## src/rtl/ps2_num_input.sv

```systemverilog
// PS/2 keyboard numeric entry: filtered line receiver, scancode decoder and a
// decimal accumulator that hands a committed value to the CPU.
//
// state    | meaning
// ---------+------------------------------------------------------------
// S_IDLE   | waiting for a start bit (data low on a PS/2 clock fall)
// S_DATA   | shifting in 8 data bits, LSB first
// S_PARITY | capturing the parity bit
// S_STOP   | checking stop bit and odd parity, then acting on the code
module ps2_num_input #(
   parameter int DATA_WIDTH = 16,
   parameter int MAX_DIGITS = 5,
   parameter int FILTER_LEN = 8,
   parameter int TIMEOUT    = 50000
) (
   input  logic                    clk,
   input  logic                    rst_n,
   input  logic [1:0]              kbd,
   input  logic                    status,
   output logic                    control,
   output logic [DATA_WIDTH-1:0]   in,
   output logic [4*MAX_DIGITS-1:0] digits,
   output logic                    frame_err
);

   localparam int FW = $clog2(FILTER_LEN + 1);
   localparam int TW = $clog2(TIMEOUT + 1);
   localparam int CW = $clog2(MAX_DIGITS + 1);
   localparam int DB = 4 * MAX_DIGITS;
   localparam logic [DATA_WIDTH+3:0] MAXV = {4'b0, {DATA_WIDTH{1'b1}}};

   typedef enum logic [1:0] {S_IDLE, S_DATA, S_PARITY, S_STOP} state_t;

   logic [1:0]            sync1, sync2, filt;
   logic                  clk_q, fall, timeout, code_ok, err_d;
   state_t                state_q, state_d;
   logic [7:0]            sh_q;
   logic                  par_q;
   logic [2:0]            bit_cnt_q;
   logic [TW-1:0]         tmr_q;
   logic [DATA_WIDTH-1:0] acc_q;
   logic [CW-1:0]         cnt_q;
   logic                  brk_q;
   logic [4:0]            dec;
   logic [DB-1:0]         dig_push, dig_pop;

   always_ff @(posedge clk or negedge rst_n) begin
      if (!rst_n) begin
         sync1 <= 2'b11;
         sync2 <= 2'b11;
      end else begin
         sync1 <= kbd;
         sync2 <= sync1;
      end
   end

   // Each line flips only after FILTER_LEN consecutive samples disagree with it.
   for (genvar g = 0; g < 2; g++) begin : g_filt
      logic          f_q;
      logic [FW-1:0] fcnt_q;
      always_ff @(posedge clk or negedge rst_n) begin
         if (!rst_n) begin
            f_q    <= 1'b1;
            fcnt_q <= FW'(FILTER_LEN - 1);
         end else if (sync2[g] == f_q) begin
            fcnt_q <= FW'(FILTER_LEN - 1);
         end else if (fcnt_q == '0) begin
            f_q    <= sync2[g];
            fcnt_q <= FW'(FILTER_LEN - 1);
         end else begin
            fcnt_q <= fcnt_q - 1'b1;
         end
      end
      assign filt[g] = f_q;
   end

   always_ff @(posedge clk or negedge rst_n) begin
      if (!rst_n) clk_q <= 1'b1;
      else        clk_q <= filt[0];
   end

   assign fall    = clk_q & ~filt[0];
   assign timeout = (state_q != S_IDLE) && !fall && (tmr_q == '0);

   always_ff @(posedge clk or negedge rst_n) begin
      if (!rst_n) state_q <= S_IDLE;
      else        state_q <= state_d;
   end

   always_comb begin
      state_d = state_q;
      unique case (state_q)
         S_IDLE:   if (fall && !filt[1])               state_d = S_DATA;
         S_DATA:   if (fall && bit_cnt_q == 3'd7)      state_d = S_PARITY;
         S_PARITY: if (fall)                           state_d = S_STOP;
         S_STOP:   if (fall)                           state_d = S_IDLE;
         default:                                      state_d = S_IDLE;
      endcase
      if (timeout) state_d = S_IDLE;
   end

   always_comb begin
      code_ok = 1'b0;
      err_d   = timeout;
      if (state_q == S_STOP && fall) begin
         if (filt[1] && (^{sh_q, par_q})) code_ok = 1'b1;
         else                             err_d   = 1'b1;
      end
   end

   always_ff @(posedge clk or negedge rst_n) begin
      if (!rst_n) begin
         sh_q      <= '0;
         par_q     <= 1'b0;
         bit_cnt_q <= '0;
         tmr_q     <= TW'(TIMEOUT - 1);
         frame_err <= 1'b0;
      end else begin
         frame_err <= err_d;
         if (state_q == S_IDLE || fall) tmr_q <= TW'(TIMEOUT - 1);
         else if (tmr_q != '0)          tmr_q <= tmr_q - 1'b1;
         if (fall) begin
            case (state_q)
               S_IDLE:   bit_cnt_q <= '0;
               S_DATA: begin
                  sh_q      <= {filt[1], sh_q[7:1]};
                  bit_cnt_q <= bit_cnt_q + 1'b1;
               end
               S_PARITY: par_q <= filt[1];
               default: ;
            endcase
         end
      end
   end

   function automatic logic [4:0] decode(input logic [7:0] c);
      case (c)
         8'h45: return 5'h10;
         8'h16: return 5'h11;
         8'h1E: return 5'h12;
         8'h26: return 5'h13;
         8'h25: return 5'h14;
         8'h2E: return 5'h15;
         8'h36: return 5'h16;
         8'h3D: return 5'h17;
         8'h3E: return 5'h18;
         8'h46: return 5'h19;
         default: return 5'h00;
      endcase
   endfunction

   // Saturating at every step equals saturating acc*10+d incrementally.
   function automatic logic [DATA_WIDTH-1:0] bcd_val(input logic [DB-1:0] bcd);
      logic [DATA_WIDTH+3:0] v;
      v = '0;
      for (int i = MAX_DIGITS - 1; i >= 0; i--) begin
         v = v * (DATA_WIDTH + 4)'(10) + (DATA_WIDTH + 4)'(bcd[4*i +: 4]);
         if (v > MAXV) v = MAXV;
      end
      return v[DATA_WIDTH-1:0];
   endfunction

   assign dec      = decode(sh_q);
   assign dig_push = (digits << 4) | DB'(dec[3:0]);
   assign dig_pop  = digits >> 4;

   always_ff @(posedge clk or negedge rst_n) begin
      if (!rst_n) begin
         control <= 1'b0;
         in      <= '0;
         digits  <= '0;
         acc_q   <= '0;
         cnt_q   <= '0;
         brk_q   <= 1'b0;
      end else begin
         if (control && !status) control <= 1'b0;
         if (code_ok) begin
            if (sh_q == 8'hF0) begin
               brk_q <= 1'b1;
            end else if (sh_q == 8'hE0) begin
               brk_q <= brk_q;
            end else if (brk_q) begin
               brk_q <= 1'b0;
            end else if (dec[4]) begin
               if (cnt_q < CW'(MAX_DIGITS)) begin
                  digits <= dig_push;
                  acc_q  <= bcd_val(dig_push);
                  cnt_q  <= cnt_q + 1'b1;
               end
            end else if (sh_q == 8'h66) begin
               if (cnt_q != '0) begin
                  digits <= dig_pop;
                  acc_q  <= bcd_val(dig_pop);
                  cnt_q  <= cnt_q - 1'b1;
               end
            end else if (sh_q == 8'h5A) begin
               if (status && cnt_q != '0 && !control) begin
                  in      <= acc_q;
                  control <= 1'b1;
                  acc_q   <= '0;
                  cnt_q   <= '0;
                  digits  <= '0;
               end
            end
         end
      end
   end

endmodule

```

## config.mk

```make
export PLATFORM = sky130hd
export DESIGN_NAME = ps2_num_input
export DESIGN_NICKNAME = d
export VERILOG_FILES = /design/src/rtl/ps2_num_input.sv
export SDC_FILE = /design/constraint.sdc
export NUM_CORES = 1
export LEC_CHECK = 0
export CAP_MARGIN = 20
export CORE_MARGIN = 2
export CORE_UTILIZATION = 55
export DETAILED_ROUTE_END_ITERATION = 6
export PLACE_DENSITY_LB_ADDON = 0.15
export SLEW_MARGIN = 20
export SYNTH_ARGS = -nofsm -noshare
export SYNTH_HDL_FRONTEND = slang
export SYNTH_SLANG_ARGS = --single-unit
```

## constraint.sdc

```tcl
create_clock -name clk -period 9.59 [get_ports clk]
set_clock_uncertainty 0.2 [all_clocks]
set_input_delay 0.959 -clock clk [delete_from_list [all_inputs] [get_ports clk]]
set_output_delay 0.959 -clock clk [all_outputs]
set_load 0.05 [all_outputs]
```

# ---- Yosys cells after proc, flatten, opt, wreduce, memory -nomap -nowiden
# Cells that the tools add are included.
dict set report op_classes {
  add_sub_neg 14
  magnitude_cmp 10
  reduce_logical 35
  bitwise_logic 10
  shift 0
  div 0
  mux 108
  multipliers 8
  eq_ne 27
}
# op n
set op_table {}
lappend op_table {{two-way mux 20 bit} 64}
lappend op_table {{two-way mux 16 bit} 11}
lappend op_table {{adder 20 x 4 -> 20 bit} 8}
lappend op_table {{greater-than comparator 20 x 16 -> 1 bit, second input constant} 8}
lappend op_table {{multiplier 20 x 3 -> 19 bit, second input constant} 8}
lappend op_table {{one-hot mux 5 bit (10 select lines)} 1}
lappend op_table {{== test 8 x 6 -> 1 bit, second input constant} 6}
lappend op_table {{== test 8 x 7 -> 1 bit, second input constant} 4}
lappend op_table {{OR 20 x 4 -> 20 bit} 1}
lappend op_table {{two-way mux 3 bit} 6}
lappend op_table {{== test 8 x 5 -> 1 bit, second input constant} 2}
lappend op_table {{== test 8 bit, second input constant} 2}
lappend op_table {{greater-than comparator 4 x 16 -> 1 bit, second input constant} 1}
lappend op_table {{logical NOT 16 bit} 1}
lappend op_table {{two-way mux 4 bit} 4}
lappend op_table {{AND reduction 8 bit} 2}
lappend op_table {{nonzero test 16 bit} 1}
lappend op_table {{subtractor 16 x 1 -> 16 bit, second input constant} 1}
lappend op_table {{two-way mux 1 bit} 15}
lappend op_table {{inequality test 3 bit, second input constant} 4}
lappend op_table {{AND reduction 2 bit} 6}
lappend op_table {{two-way mux 2 bit} 5}
lappend op_table {{logical AND 1 bit} 9}
lappend op_table {{nonzero test 3 bit} 3}
lappend op_table {{other kinds (22)} 39}
dict set report word_totals {
  romBits 0
  ram_bits 0
  latch_bits 0
  register_bits 103
  mem_count 0
  input_bits 5
}

# ---- Longest topological paths before layout
dict set report logic_depth {
  word_depth 48
  depth_mapped 42
  ltp_nobuf 40
}

# ---- Worst setup path before layout
# No wires, ideal clock.
dict set report synth_timing {
  path_type {reg2reg}
  from {register digits[14]}
  to {register acc_q[3]}
  stages_incl_launch_ff 37
  path_buffers 1
  path_slack_ns 0.144
  arrival_ns 9.120
  path_cell_list {dfrtp_1 -> ha_1 -> ha_1 -> a21oi_1 -> xnor2_1 -> ha_1 -> ha_1 -> a21o_1 -> a21oi_1 -> xnor2_1 -> nand3_1 -> xnor2_1 -> inv_1 -> ha_1 -> ha_1 -> or2_2 -> nor3_1 -> o21ai_0 -> a31o_2 -> o41ai_1 -> xnor2_1 -> nor4b_2 -> mux2i_1 -> buf_2 -> nand2_1 -> ha_1 -> inv_1 -> fa_1 -> nor2b_1 -> o31ai_1 -> xor2_1 -> or3_1 -> nand3b_1 -> or4b_1 -> a21boi_2 -> o21ai_1 -> o32a_1}
}
dict set report synth_via {
  elab_chain_len 45
  word_cells_on_any_way 72
}
# item line
set synth_lines {}
lappend synth_lines {{start, declared} 22} ;# output logic [4*MAX_DIGITS-1:0] digits,
lappend synth_lines {{start signal, assigned} 186} ;# digits <= dig_push;
lappend synth_lines {{start signal, assigned} 192} ;# digits <= dig_pop;
lappend synth_lines {{OR 20 x 4 -> 20 bit} 164} ;# assign dig_push = (digits << 4) | DB'(dec[3:0]);
lappend synth_lines {{greater-than comparator 4 x 16 -> 1 bit} 158} ;# if (v > MAXV) v = MAXV;
lappend synth_lines {{two-way mux 16 bit} 158}
lappend synth_lines {{two-way mux 20 bit} 185} ;# if (cnt_q < CW'(MAX_DIGITS)) begin
lappend synth_lines {{two-way mux 20 bit} 184} ;# end else if (dec[4]) begin
lappend synth_lines {{two-way mux 20 bit} 182} ;# end else if (brk_q) begin
lappend synth_lines {{two-way mux 20 bit} 180} ;# end else if (sh_q == 8'hE0) begin
lappend synth_lines {{two-way mux 20 bit} 178} ;# if (sh_q == 8'hF0) begin
lappend synth_lines {{[... 29 more ...]} -}
lappend synth_lines {{two-way mux 20 bit} 178}
lappend synth_lines {{two-way mux 20 bit} 177} ;# if (code_ok) begin
lappend synth_lines {{multiplier 20 x 3 -> 19 bit} 157} ;# v = v * (DATA_WIDTH + 4)'(10) + (DATA_WIDTH + 4)'(bcd[4*i +: 4]);
lappend synth_lines {{adder 20 x 4 -> 20 bit} 157}
lappend synth_lines {{greater-than comparator 20 x 16 -> 1 bit} 158}
lappend synth_lines {{two-way mux 16 bit} 158}
lappend synth_lines {{two-way mux 16 bit} 185}
lappend synth_lines {{two-way mux 16 bit *} 184}
lappend synth_lines {{end signal, assigned} 187} ;# acc_q <= bcd_val(dig_push);
lappend synth_lines {{end signal, assigned} 193} ;# acc_q <= bcd_val(dig_pop);
lappend synth_lines {{end, declared} 41} ;# logic [DATA_WIDTH-1:0] acc_q;
# Mark *: on every way between the ends. The rest lies on a longest branch, timed or not. The select of a mux whose other input is x is not followed.
# A chain may end at the register's enable or synchronous reset.

# ---- Worst setup path in the final report
dict set report layout_timing {
  from {register digits[12]}
  to {register acc_q[2]}
}
# Same word-level chain as after synthesis.

==> impl_results.md <==
- Global-route wire length before repair: 39.4 mm
- Die Wd: 140 um
- H-tree depth: 3
- Req. time, crit path: 9.63 ns
- Most used cell along the critical path: ha_1
- Top cells by area, synth: dfrtp_1 (20%), ha_1 (18%), xnor2_1 (6.3%), dfstp_2 (5.7%), xor2_1 (4.0%)
- Post-synth EDFFs: 0
- Critical Path Fanout Max: 7
- P_leak: 5.57 nW
- TritonCTS clock tree: done
- Routed len/inst: 16.1 um
- Row count: 49
- Critical path arrival: 9.43 ns
- Fin util: 67.1%
- Post-synth top cells: ha_1 (143), nand2_1 (93), nor2_1 (89)
- Critical Path End Type: flop
- Hold Crit Start: sync1[1]
- Post-synth top area cell: dfrtp_1
- Inst Count DP: 1429
- # clock sinks: 103
- Initial Utilization: 56.5%
- Setup CP Type: reg2reg
- Sequential cell area: 2610 um^2
- Footprint of the multi-input gates: 7820 um^2
- Vias per std cell: 5.90
- Yosys warning total: 0
- Max Cap Viol: 0
- Tcrit/Tclk final: 97.9%
- Share of layout cells above drive strength 1: 19.4%
- Hold WC Path Type: reg2reg
- Final RePlAce weighted congestion: 0.905
- First DRT Iteration DRCs: 413
- CTS max path bufs: 2
- Die Ht: 140 um
- GRT Residual Overflow: 0
- Synth Cell Area: 10200 um^2
- N_diodes: 0
- Dominant synthesized flop cell: dfrtp_1
- Worst VDD drop: 88.7 uV
- Slew Limit Fails: 0
- Largest net degree at the start of global routing: 61
- Critical path startpoint category: flop
- Via Count: 8669
- Fillcell total: 1477
- Total track usage: 23.8%
- Die area: 19700 um^2
- FF-to-FF Start: digits[12]
- Pre-antenna DRT Iters: 5
- Core ar.: 18100 um^2
- # IOs: 43
- Fmax: 0.106 GHz
- DR DRC count: 0
- Post-Syn Instances: 1147
- Clock network power share: 34.6%
- Most numerous cell in the Yosys netlist: ha_1
- # setup viols final: 0
- Seq pwr share: 48.7%
- Status: completed
- Syn Area/Cell: 8.91 um^2
- Crit-path slowest cell: fa_2
- Rel. slew slack: 45.5%
- Synth async-reset ratio: 100%
- Detailed Place HPWL: 17.3 mm
- Post-synth top area share: 19.8%
- Cell Pwr Density: 87.6 nW/um^2
- Switch Pwr: 0.318 mW
- Antenna violations before repair: 0
- Post-synthesis cell type count: 87
- Root Buffer: clkbuf_16
- Worst-path clk slew: 0.07 ns
- Vias in the first global route: 8322
- Switch share: 29.9%
- Post-synthesis sequential area ratio: 25.5%
- Power Internal: 0.745 mW
- PortBufs: 42
- Latest clock arrival within the worst-skew pair: 0.36 ns
- Flops & latches, synth: 103
- WL final: 23.6 mm
- Post-route minimum period: 9.39 ns
- Final count of hold timing violations: 0
- Post-route insts no fill: 1469
- CP peak stage delay: 0.58 ns
- Area Overhead vs Synth: 18.8%
- Post-route antenna net violation count: 0
- Worst-Margin Slew: 0.816 ns
- Logic pwr share: 16.7%
- Post-CTS Hold Buffers: 0
- Crit path from: digits[12]
- # nets final: 1396
- TritonCTS buffer count: 9
[power groups by stage]
stage	combinational, mW	clock, mW	sequential [mW]
2_1_floorplan	0.137	0	0.516
3_3_place_gp	0.171	0	0.524
3_5_place_dp	0.177	0	0.525
4_1_cts	0.178	0.374	0.518
5_1_grt	0.205	0.393	0.524
6_report	0.178	0.368	0.518
[critical path: cells and delay by family (launching register included)]
| kind | cells | cell delay, ns |
|---|---|---|
| simple gates | 13 | 2.67 |
| xor+xnor | 3 | 0.60 |
| buf+inv | 6 | 0.71 |
| flops | 1 | 0.42 |
| fa+ha+maj | 10 | 3.00 |
| mux | 1 | 0.39 |
| compound gates | 6 | 1.26 |
[logic make-up (layout without fill, tap and decap cells)]
group / count (synthesis) / count (layout) / share of synthesized area, %
AOI/OAI and AO/OA: 265 / 265 / 18.0
xor gates and xnor gates: 120 / 120 / 10.3
adders and majority gates: 156 / 156 / 20.0
buffers and inverters: 89 / 179 / 3.46
DFF: 103 / 103 / 25.5
muxes: 35 / 35 / 3.73
other: 1 / 4 / 0.0367
and+or+nand+nor: 378 / 378 / 19.0
[per-layer routing]
layer / global-route usage [%] / wire length [um] / vias up
met4: 5.42 / 376 / 0
met3: 2.70 / 712 / 32
met5: 0 / 0 / -
met2: 40.1 / 11300 / 136
li1: - / - / 4333
met1: 33.0 / 11200 / 4168
[stage by stage]
stage	total power, mW	area [um^2]	hold WS, ns	worst slack (ns)	TNS (ns)
finish	1.06	12100	0.158	0.198	0
global route	1.12	12100	0.165	-0.234	-2.94
CTS	1.07	11500	0.158	0.00846	0
floorplan	0.653	10200	0.145	0.144	0
detailed placement	0.702	11100	0.147	-0.254	-3.22
global placement	0.695	11100	0.146	0.0779	0
[layout by cell type, fill, tap and decap left out, types with 10 or more instances in the layout]
| cell type | netlist | final |
|---|---|---|
| inv_1 | 56 | 54 |
| xor2_1 | 47 | 45 |
| a221oi_1 | 13 | 13 |
| nor4_1 | 11 | 11 |
| ha_4 | 0 | 13 |
| nor3_1 | 40 | 34 |
| o22a_1 | 12 | 12 |
| dfrtp_1 | 81 | 81 |
| o21a_1 | 12 | 12 |
| nand3_1 | 29 | 27 |
| o21ai_0 | 47 | 42 |
| xnor2_1 | 73 | 64 |
| fa_1 | 13 | 10 |
| dfstp_2 | 22 | 22 |
| or2_2 | 12 | 12 |
| a21oi_1 | 61 | 53 |
| nor2b_1 | 17 | 15 |
| nand2_1 | 93 | 92 |
| or3_1 | 11 | 10 |
| o22ai_1 | 13 | 13 |
| nor2_1 | 89 | 84 |
| mux2_2 | 25 | 25 |
| ha_1 | 143 | 123 |
| buf_4 | 0 | 63 |
| clkdlybuf4s50_1 | 0 | 41 |
| a21o_1 | 23 | 23 |
| nand2b_1 | 23 | 20 |
[sequential cells by signal, summed over array words and instances, names as in the netlist]
| register | flops |
|---|---|
| g_filt.fcnt_q | 8 |
| control | 1 |
| digits | 20 |
| cnt_q | 3 |
| state_q | 2 |
| frame_err | 1 |
| brk_q | 1 |
| clk_q | 1 |
| sync2 | 2 |
| tmr_q | 16 |
| acc_q | 16 |
| par_q | 1 |
| g_filt.f_q | 2 |
| sh_q | 8 |
| bit_cnt_q | 3 |
| sync1 | 2 |
| in | 16 |
[path summary, 6_finish.rpt]
check / to / slack, ns / depth (start not counted)
min in group asynchronous: digits[15] / 0.40 / 1
max: acc_q[2] / 0.20 / 39
min reg2reg: sync2[1] / 0.16 / 0
max reg2reg: acc_q[2] / 0.20 / 39
max in group asynchronous: tmr_q[5] / 7.59 / 2
min: sync2[1] / 0.16 / 0
[what timing repair did]
| item | in CTS | in global routing |
|---|---|---|
| gates resized for setup | 6 | 99 |
| pin swaps | 0 | 43 |
| setup buffers | 1 | 22 |
| setup endpoints to repair | 15 | 16 |
| gates cloned | 0 | 1 |
[final cells by class]
| cell class | instances | area share (%) |
|---|---|---|
| multi-input cells | 958 | 64.4 |
| flip-flops and latches | 103 | 21.5 |
| repair buffers | 107 | 7.55 |
| well taps | 229 | 2.36 |
| clock buffers | 10 | 1.97 |
| inverters | 56 | 1.73 |
| clock inverters | 6 | 0.515 |
Power figures use the tool's default switching activity.
